### config.mk
export PLATFORM = sky130hd
export DESIGN_NAME = stump_sequencer
export DESIGN_NICKNAME = d
export VERILOG_FILES = /design/src/rtl/stump_sequencer_pkg.sv /design/src/rtl/stump_sequencer.sv
export SDC_FILE = /design/constraint.sdc
export NUM_CORES = 1
export LEC_CHECK = 0
export CAP_MARGIN = 0
export CORE_ASPECT_RATIO = 1.25
export CORE_MARGIN = 2
export CORE_UTILIZATION = 47
export DETAILED_ROUTE_END_ITERATION = 7
export GPL_ROUTABILITY_DRIVEN = 0
export GPL_TIMING_DRIVEN = 1
export HOLD_SLACK_MARGIN = 0.03
export PLACE_DENSITY_LB_ADDON = 0.1
export SLEW_MARGIN = 20
export SYNTH_ARGS = -nofsm -noshare
export SYNTH_HDL_FRONTEND = slang
export SYNTH_SLANG_ARGS = --single-unit
### constraint.sdc
create_clock -name clk -period 2.4 [get_ports clk]
set_input_delay 0.36 -clock clk [delete_from_list [all_inputs] [get_ports clk]]
set_output_delay 0.36 -clock clk [all_outputs]
set_load 0.01 [all_outputs]
### src/rtl/stump_sequencer_pkg.sv
// ----------------------------------------------------------------------------
// stump_sequencer_pkg
// Shared Stump definitions: processor state encodings seen by the control
// decoder, the opcode field position and the load/store opcode.
// No ports (package).
// ----------------------------------------------------------------------------
package stump_sequencer_pkg;

    typedef enum logic [1:0] {
        FETCH   = 2'b00,
        EXECUTE = 2'b01,
        MEMORY  = 2'b10,
        HALT    = 2'b11
    } state_t;

    localparam int       OPCODE_MSB = 15;
    localparam int       OPCODE_LSB = 13;
    localparam logic [2:0] LDST     = 3'b011;

    // True when the instruction needs a data memory phase after EXECUTE.
    function automatic logic is_ldst(input logic [15:0] instr);
        return instr[OPCODE_MSB:OPCODE_LSB] == LDST;
    endfunction

endpackage

### src/rtl/stump_sequencer.sv
// ----------------------------------------------------------------------------
// stump_sequencer
// Sequencing controller for the Stump datapath. Owns the FETCH / EXECUTE /
// MEMORY / HALT state register, handshakes each memory phase on mem_ready,
// provides debug halt / single-step / resume, halts with a sticky bus error
// when memory does not answer in time, and counts retired instructions.
//
// Ports:
//   clk          in   system clock, rising edge
//   rst          in   asynchronous active-low reset
//   ir[15:0]     in   current instruction register (valid from EXECUTE)
//   mem_ready    in   memory completes the current transfer this cycle
//   halt_req     in   level: halt at the next instruction boundary
//   step_req     in   pulse: in HALT, run exactly one instruction
//   resume_req   in   pulse: in HALT, run freely and clear bus_error
//   state[1:0]   out  current state to the control decoder
//   mem_req      out  memory transfer in progress
//   ir_en        out  load the instruction register
//   halted       out  high in HALT
//   bus_error    out  sticky memory timeout flag
//   instr_count  out  retired instruction count (wraps)
// ----------------------------------------------------------------------------
module stump_sequencer
    import stump_sequencer_pkg::*;
#(
    parameter int TIMEOUT      = 15,
    parameter int COUNT_W      = 16,
    parameter int START_HALTED = 0
) (
    input  logic               clk,
    input  logic               rst,
    input  logic [15:0]        ir,
    input  logic               mem_ready,
    input  logic               halt_req,
    input  logic               step_req,
    input  logic               resume_req,
    output logic [1:0]         state,
    output logic               mem_req,
    output logic               ir_en,
    output logic               halted,
    output logic               bus_error,
    output logic [COUNT_W-1:0] instr_count
);

    localparam state_t     RESET_STATE  = (START_HALTED != 0) ? HALT : FETCH;
    // The counter holds the number of wait cycles already spent; the wait
    // cycle that would bring it to TIMEOUT is the one that errors out.
    localparam logic [7:0] TIMEOUT_LAST = 8'(TIMEOUT - 1);

    state_t      state_q;
    state_t      next_state;
    logic [7:0]  wait_cnt;
    logic        halt_pend;
    logic        step_flag;
    logic        retire;
    logic        timeout;
    logic        enter_halt;
    state_t      boundary;

    assign state = state_q;

    // State register
    always_ff @(posedge clk or negedge rst) begin
        if (!rst) begin
            state_q <= RESET_STATE;
        end else begin
            state_q <= next_state;
        end
    end

    // Next-state logic
    always_comb begin
        next_state = state_q;
        retire     = 1'b0;
        timeout    = 1'b0;
        // halt_req is folded in directly so a request seen in the retiring
        // cycle itself still stops at this boundary.
        boundary   = (halt_pend || step_flag || halt_req) ? HALT : FETCH;
        case (state_q)
            FETCH: begin
                if (mem_ready) begin
                    next_state = EXECUTE;
                end else if (wait_cnt == TIMEOUT_LAST) begin
                    timeout    = 1'b1;
                    next_state = HALT;
                end
            end
            EXECUTE: begin
                if (is_ldst(ir)) begin
                    next_state = MEMORY;
                end else begin
                    retire     = 1'b1;
                    next_state = boundary;
                end
            end
            MEMORY: begin
                if (mem_ready) begin
                    retire     = 1'b1;
                    next_state = boundary;
                end else if (wait_cnt == TIMEOUT_LAST) begin
                    timeout    = 1'b1;
                    next_state = HALT;
                end
            end
            HALT: begin
                if (resume_req || step_req) begin
                    next_state = FETCH;
                end
            end
            default: next_state = FETCH;
        endcase
    end

    // Outputs decoded from state (mem_req/ir_en also see mem_ready)
    always_comb begin
        mem_req = 1'b0;
        ir_en   = 1'b0;
        halted  = 1'b0;
        case (state_q)
            FETCH: begin
                mem_req = 1'b1;
                ir_en   = mem_ready;
            end
            MEMORY:  mem_req = 1'b1;
            HALT:    halted  = 1'b1;
            default: ;
        endcase
    end

    assign enter_halt = (state_q != HALT) && (next_state == HALT);

    // Wait counter, debug flags, bus error and retire counter
    always_ff @(posedge clk or negedge rst) begin
        if (!rst) begin
            wait_cnt    <= 8'd0;
            halt_pend   <= 1'b0;
            step_flag   <= 1'b0;
            bus_error   <= 1'b0;
            instr_count <= '0;
        end else begin
            if (next_state != state_q) begin
                wait_cnt <= 8'd0;
            end else if ((state_q == FETCH || state_q == MEMORY) && !mem_ready) begin
                wait_cnt <= wait_cnt + 8'd1;
            end

            if (enter_halt) begin
                halt_pend <= 1'b0;
            end else if (state_q != HALT && halt_req) begin
                halt_pend <= 1'b1;
            end

            // Resume wins over a simultaneous step, so no step flag then.
            if (enter_halt) begin
                step_flag <= 1'b0;
            end else if (state_q == HALT && step_req && !resume_req) begin
                step_flag <= 1'b1;
            end

            if (timeout) begin
                bus_error <= 1'b1;
            end else if (state_q == HALT && resume_req) begin
                bus_error <= 1'b0;
            end

            if (retire) begin
                instr_count <= instr_count + COUNT_W'(1);
            end
        end
    end

endmodule

==> reports/summary.json <==
{
  "number_of_nets_in_the_layout": {"value": 218},
  "drt_pass1_iterations": {"value": 4},
  "cts_post_setup_buffers_inserted": {"value": 0},
  "hpwl_dp": {"value": 2.389, "unit": "mm"},
  "rr_endpoint": {"value": "wait_cnt[1]"},
  "clock-root-buffer": {"value": "sky130_fd_sc_hd__clkbuf_8"},
  "syn_inst": {"value": 149},
  "ioPinCount": {"value": 44},
  "flow.area_growth_from_synthesis": {"value": 30.52, "unit": "%"},
  "antenna_found_initial": {"value": 0},
  "async_flop_share": {"value": 100.0, "unit": "%"},
  "power_density_cells": {"value": 997.5, "unit": "mW/mm^2"},
  "post_drt_via_cell_ratio": {"value": 5.559},
  "timing.final.hold_violations": {"value": 0},
  "synth-main-ff-cell": {"value": "sky130_fd_sc_hd__dfrtp_1"},
  "first_pass_grt_wire_length": {"value": 5.871, "unit": "mm"},
  "cts_tree": {"value": "yes"},
  "dp.cells": {"value": 219},
  "max-cap-violations": {"value": 0},
  "die_x": {"value": 55.70, "unit": "um"},
  "grt_max_degree": {"value": 30},
  "grt.total_usage": {"value": 20.16, "unit": "%"},
  "h_tree_lvl_count": {"value": 2},
  "cts.clk_slew.worst_paths": {"value": 0.06, "unit": "ns"},
  "drt-initial-drc-count": {"value": 29},
  "core_region_area": {"value": 0.003194, "unit": "mm^2"},
  "proportion_of_layout_cells_with_a_drive_suffix_above_1": {"value": 12.11, "unit": "%"},
  "layout_worst_path_cycle_share": {"value": 93.45, "unit": "%"},
  "cts_repair_resizes": {"value": 0},
  "clkLatencyLatePin": {"value": 0.28, "unit": "ns"},
  "achievable-frequency": {"value": 445.9, "unit": "MHz"},
  "cp_arrival": {"value": 1.88, "unit": "ns"},
  "total_power": {"value": 2.044, "unit": "mW"},
  "floorplan.initialDensity": {"value": 49.16, "unit": "%"},
  "cts_made_buffers": {"value": 5},
  "hp-class": {"value": "input pin to async pin"},
  "syn-num-nets": {"value": 178},
  "rsz0062_at_grt": {"value": "false"},
  "synthesis.area_per_instance": {"value": 10.54, "unit": "um^2"},
  "timing_max_transition_violations_final": {"value": 0},
  "mappedNetlistArea": {"value": 0.001570, "unit": "mm^2"},
  "setup_viol": {"value": 0},
  "worst-setup-path-type": {"value": "register to primary output"},
  "detail_route.wl_per_cell": {"value": 14.51, "unit": "um"},
  "clock_path_buffers": {"value": 2},
  "row_count": {"value": 23},
  "routed_wirelength": {"value": 3.293, "unit": "mm"},
  "synth.largest_area_cell": {"value": "sky130_fd_sc_hd__dfrtp_1"},
  "leakage": {"value": 0.9112, "unit": "nW"},
  "worst_r2r_path_cells": {"value": 7},
  "vias_in_the_first_global_route": {"value": 1278},
  "peakVddDrop": {"value": 654.6, "unit": "uV"},
  "reg2reg_slack": {"value": 0.29, "unit": "ns"},
  "yosys-top-cells-area": {"value": "sky130_fd_sc_hd__dfrtp_1, sky130_fd_sc_hd__xnor2_1, sky130_fd_sc_hd__ha_1"},
  "final_util": {"value": 64.16, "unit": "%"},
  "antenna_left": {"value": 0},
  "globalRoute.totalOverflow": {"value": 0},
  "place.port_buffers": {"value": 30},
  "worst_pin_slew": {"value": 0.4734, "unit": "ns"},
  "yosysMostFrequentCell": {"value": "sky130_fd_sc_hd__dfrtp_1"},
  "floorplan.die.height": {"value": 68.63, "unit": "um"},
  "clock-skew-final": {"value": 0.004525, "unit": "ns"},
  "hold_buffers": {"value": 0},
  "numClockSinks": {"value": 29},
  "die_area": {"value": 0.003822, "unit": "mm^2"},
  "critPathRequiredTime": {"value": 2.04, "unit": "ns"},
  "synth_cell_type_count": {"value": 40},
  "worst_setup_path_end_kind": {"value": "primary output"},
  "post_layout_nonfiller_instances": {"value": 227},
  "timing.final.crit_period": {"value": 2.243, "unit": "ns"},
  "synth_sequential_area_ratio": {"value": 46.22, "unit": "%"},
  "ys_top_cells_by_count": {"value": "sky130_fd_sc_hd__dfrtp_1, sky130_fd_sc_hd__nor2_1, sky130_fd_sc_hd__xnor2_1"},
  "yosys_warnings": {"value": 0},
  "fin_tns_setup": {"value": 0, "unit": "ns"},
  "vias_post_dr": {"value": 1262},
  "number_of_synthesized_register_bits": {"value": 29},
  "relSlewSlack": {"value": 68.20, "unit": "%"},
  "netlist.area_leader.share": {"value": 46.22, "unit": "%"},
  "antennaDiodeCount": {"value": 0},
  "path_max_fanout": {"value": 7},
  "synth_edf_count": {"value": 0},
  "cp-start-kind": {"value": "register"},
  "drc": {"value": 0},
  "crit-reg2reg-launch": {"value": "state[0]"},
  "outcome": {"value": "finished clean"}
}
worst max path at each step:
stage / startpoint / endpoint / slack (ns) / cells past startpoint
3_3_place_gp: mem_ready / wait_cnt[2] / 0.17 / 6
2_1_floorplan: state[0] / wait_cnt[1] / 0.20 / 8
4_1_cts: state[0] / mem_req / 0.16 / 4
6_report: state[0] / mem_req / 0.16 / 4
5_1_grt: state[0] / mem_req / 0.08 / 4
3_5_place_dp: mem_ready / wait_cnt[6] / 0.12 / 6
registers in the layout, summed over array words and instances (netlist names):
register and count:
halt_pend 1, bus_error 1, instr_count 16, state 2, wait_cnt 8, step_flag 1
where the power goes:
group	switching, mW	internal (mW)	total, mW
clock network	0.185	0.259	0.444
logic	0.480	0.458	0.938
registers	0.0877	0.575	0.663
total	0.752	1.29	2.04
critical path, stage by stage, from the launching register on:
cell	delay, ns
sky130_fd_sc_hd__dfrtp_1	0.38
sky130_fd_sc_hd__inv_1	0.17
sky130_fd_sc_hd__ha_1	0.36
sky130_fd_sc_hd__or2_1	0.17
sky130_fd_sc_hd__clkdlybuf4s50_1	0.53
layout by cell type (no fill, tap or decap), types with 2 or more instances in the layout:
| cell type | synthesis | final |
|---|---|---|
| sky130_fd_sc_hd__xor2_1 | 9 | 9 |
| sky130_fd_sc_hd__ha_1 | 7 | 7 |
| sky130_fd_sc_hd__a21o_1 | 2 | 2 |
| sky130_fd_sc_hd__buf_4 | 0 | 6 |
| sky130_fd_sc_hd__nand3b_1 | 3 | 3 |
| sky130_fd_sc_hd__dfrtp_1 | 29 | 29 |
| sky130_fd_sc_hd__nor3_1 | 3 | 3 |
| sky130_fd_sc_hd__nor2_1 | 13 | 13 |
| sky130_fd_sc_hd__inv_1 | 8 | 8 |
| sky130_fd_sc_hd__nand2_1 | 12 | 12 |
| sky130_fd_sc_hd__nand4_1 | 5 | 5 |
| sky130_fd_sc_hd__clkdlybuf4s50_1 | 0 | 30 |
| sky130_fd_sc_hd__nor2b_1 | 2 | 2 |
| sky130_fd_sc_hd__a21oi_1 | 3 | 3 |
| sky130_fd_sc_hd__a211oi_1 | 2 | 2 |
| sky130_fd_sc_hd__nand3_1 | 7 | 7 |
| sky130_fd_sc_hd__xnor2_1 | 13 | 13 |
| sky130_fd_sc_hd__and4_1 | 3 | 3 |
| sky130_fd_sc_hd__and3_1 | 4 | 4 |
| sky130_fd_sc_hd__clkbuf_8 | 0 | 7 |
layer usage:
metal  routed length [um]  global-route usage, %  part of all wire (%)
met3                  153                  5.410                   4.6
met5                    0                      0                     0
met1                 1377                  21.89                    42
met2                 1702                  36.76                    52
met4                   61                  10.06                   1.9
cell type report:
class	instances	area, um^2
Clock buffer	7	96.34
Sequential cell	29	725.7
Inverter	8	30.03
Fill cell	258	1145
Timing Repair Buffer	36	345.3
Multi-Input combinational cell	109	800.8
Clock inverter	1	5.005
Tap cell	37	46.29
cell families (layout without fill, tap and decap cells):
kind of cell    Yosys count  count (layout)  share of synthesized area (%)
xor+xnor                 22              22                          12.27
compound gates           19              19                          10.92
simple gates             59              59                          20.88
flops                    29              29                          46.22
buf+inv                  11              52                          2.789
mux                       2               2                          1.355
fa+ha+maj                 7               7                          5.577
stage by stage:
| step | hold slack, ns | cell area, um^2 | setup WS, ns |
|---|---|---|---|
| after global routing | 0.4960 | 2049 | 0.08060 |
| after CTS | 0.4646 | 2049 | 0.1552 |
| after floorplan | 0.06441 | 1570 | 0.1993 |
| final | 0.4605 | 2049 | 0.1573 |
| after detailed placement | 0.4675 | 1948 | 0.1178 |
| after global placement | 0.4637 | 1948 | 0.1696 |
Power figures use the tool's default switching activity.
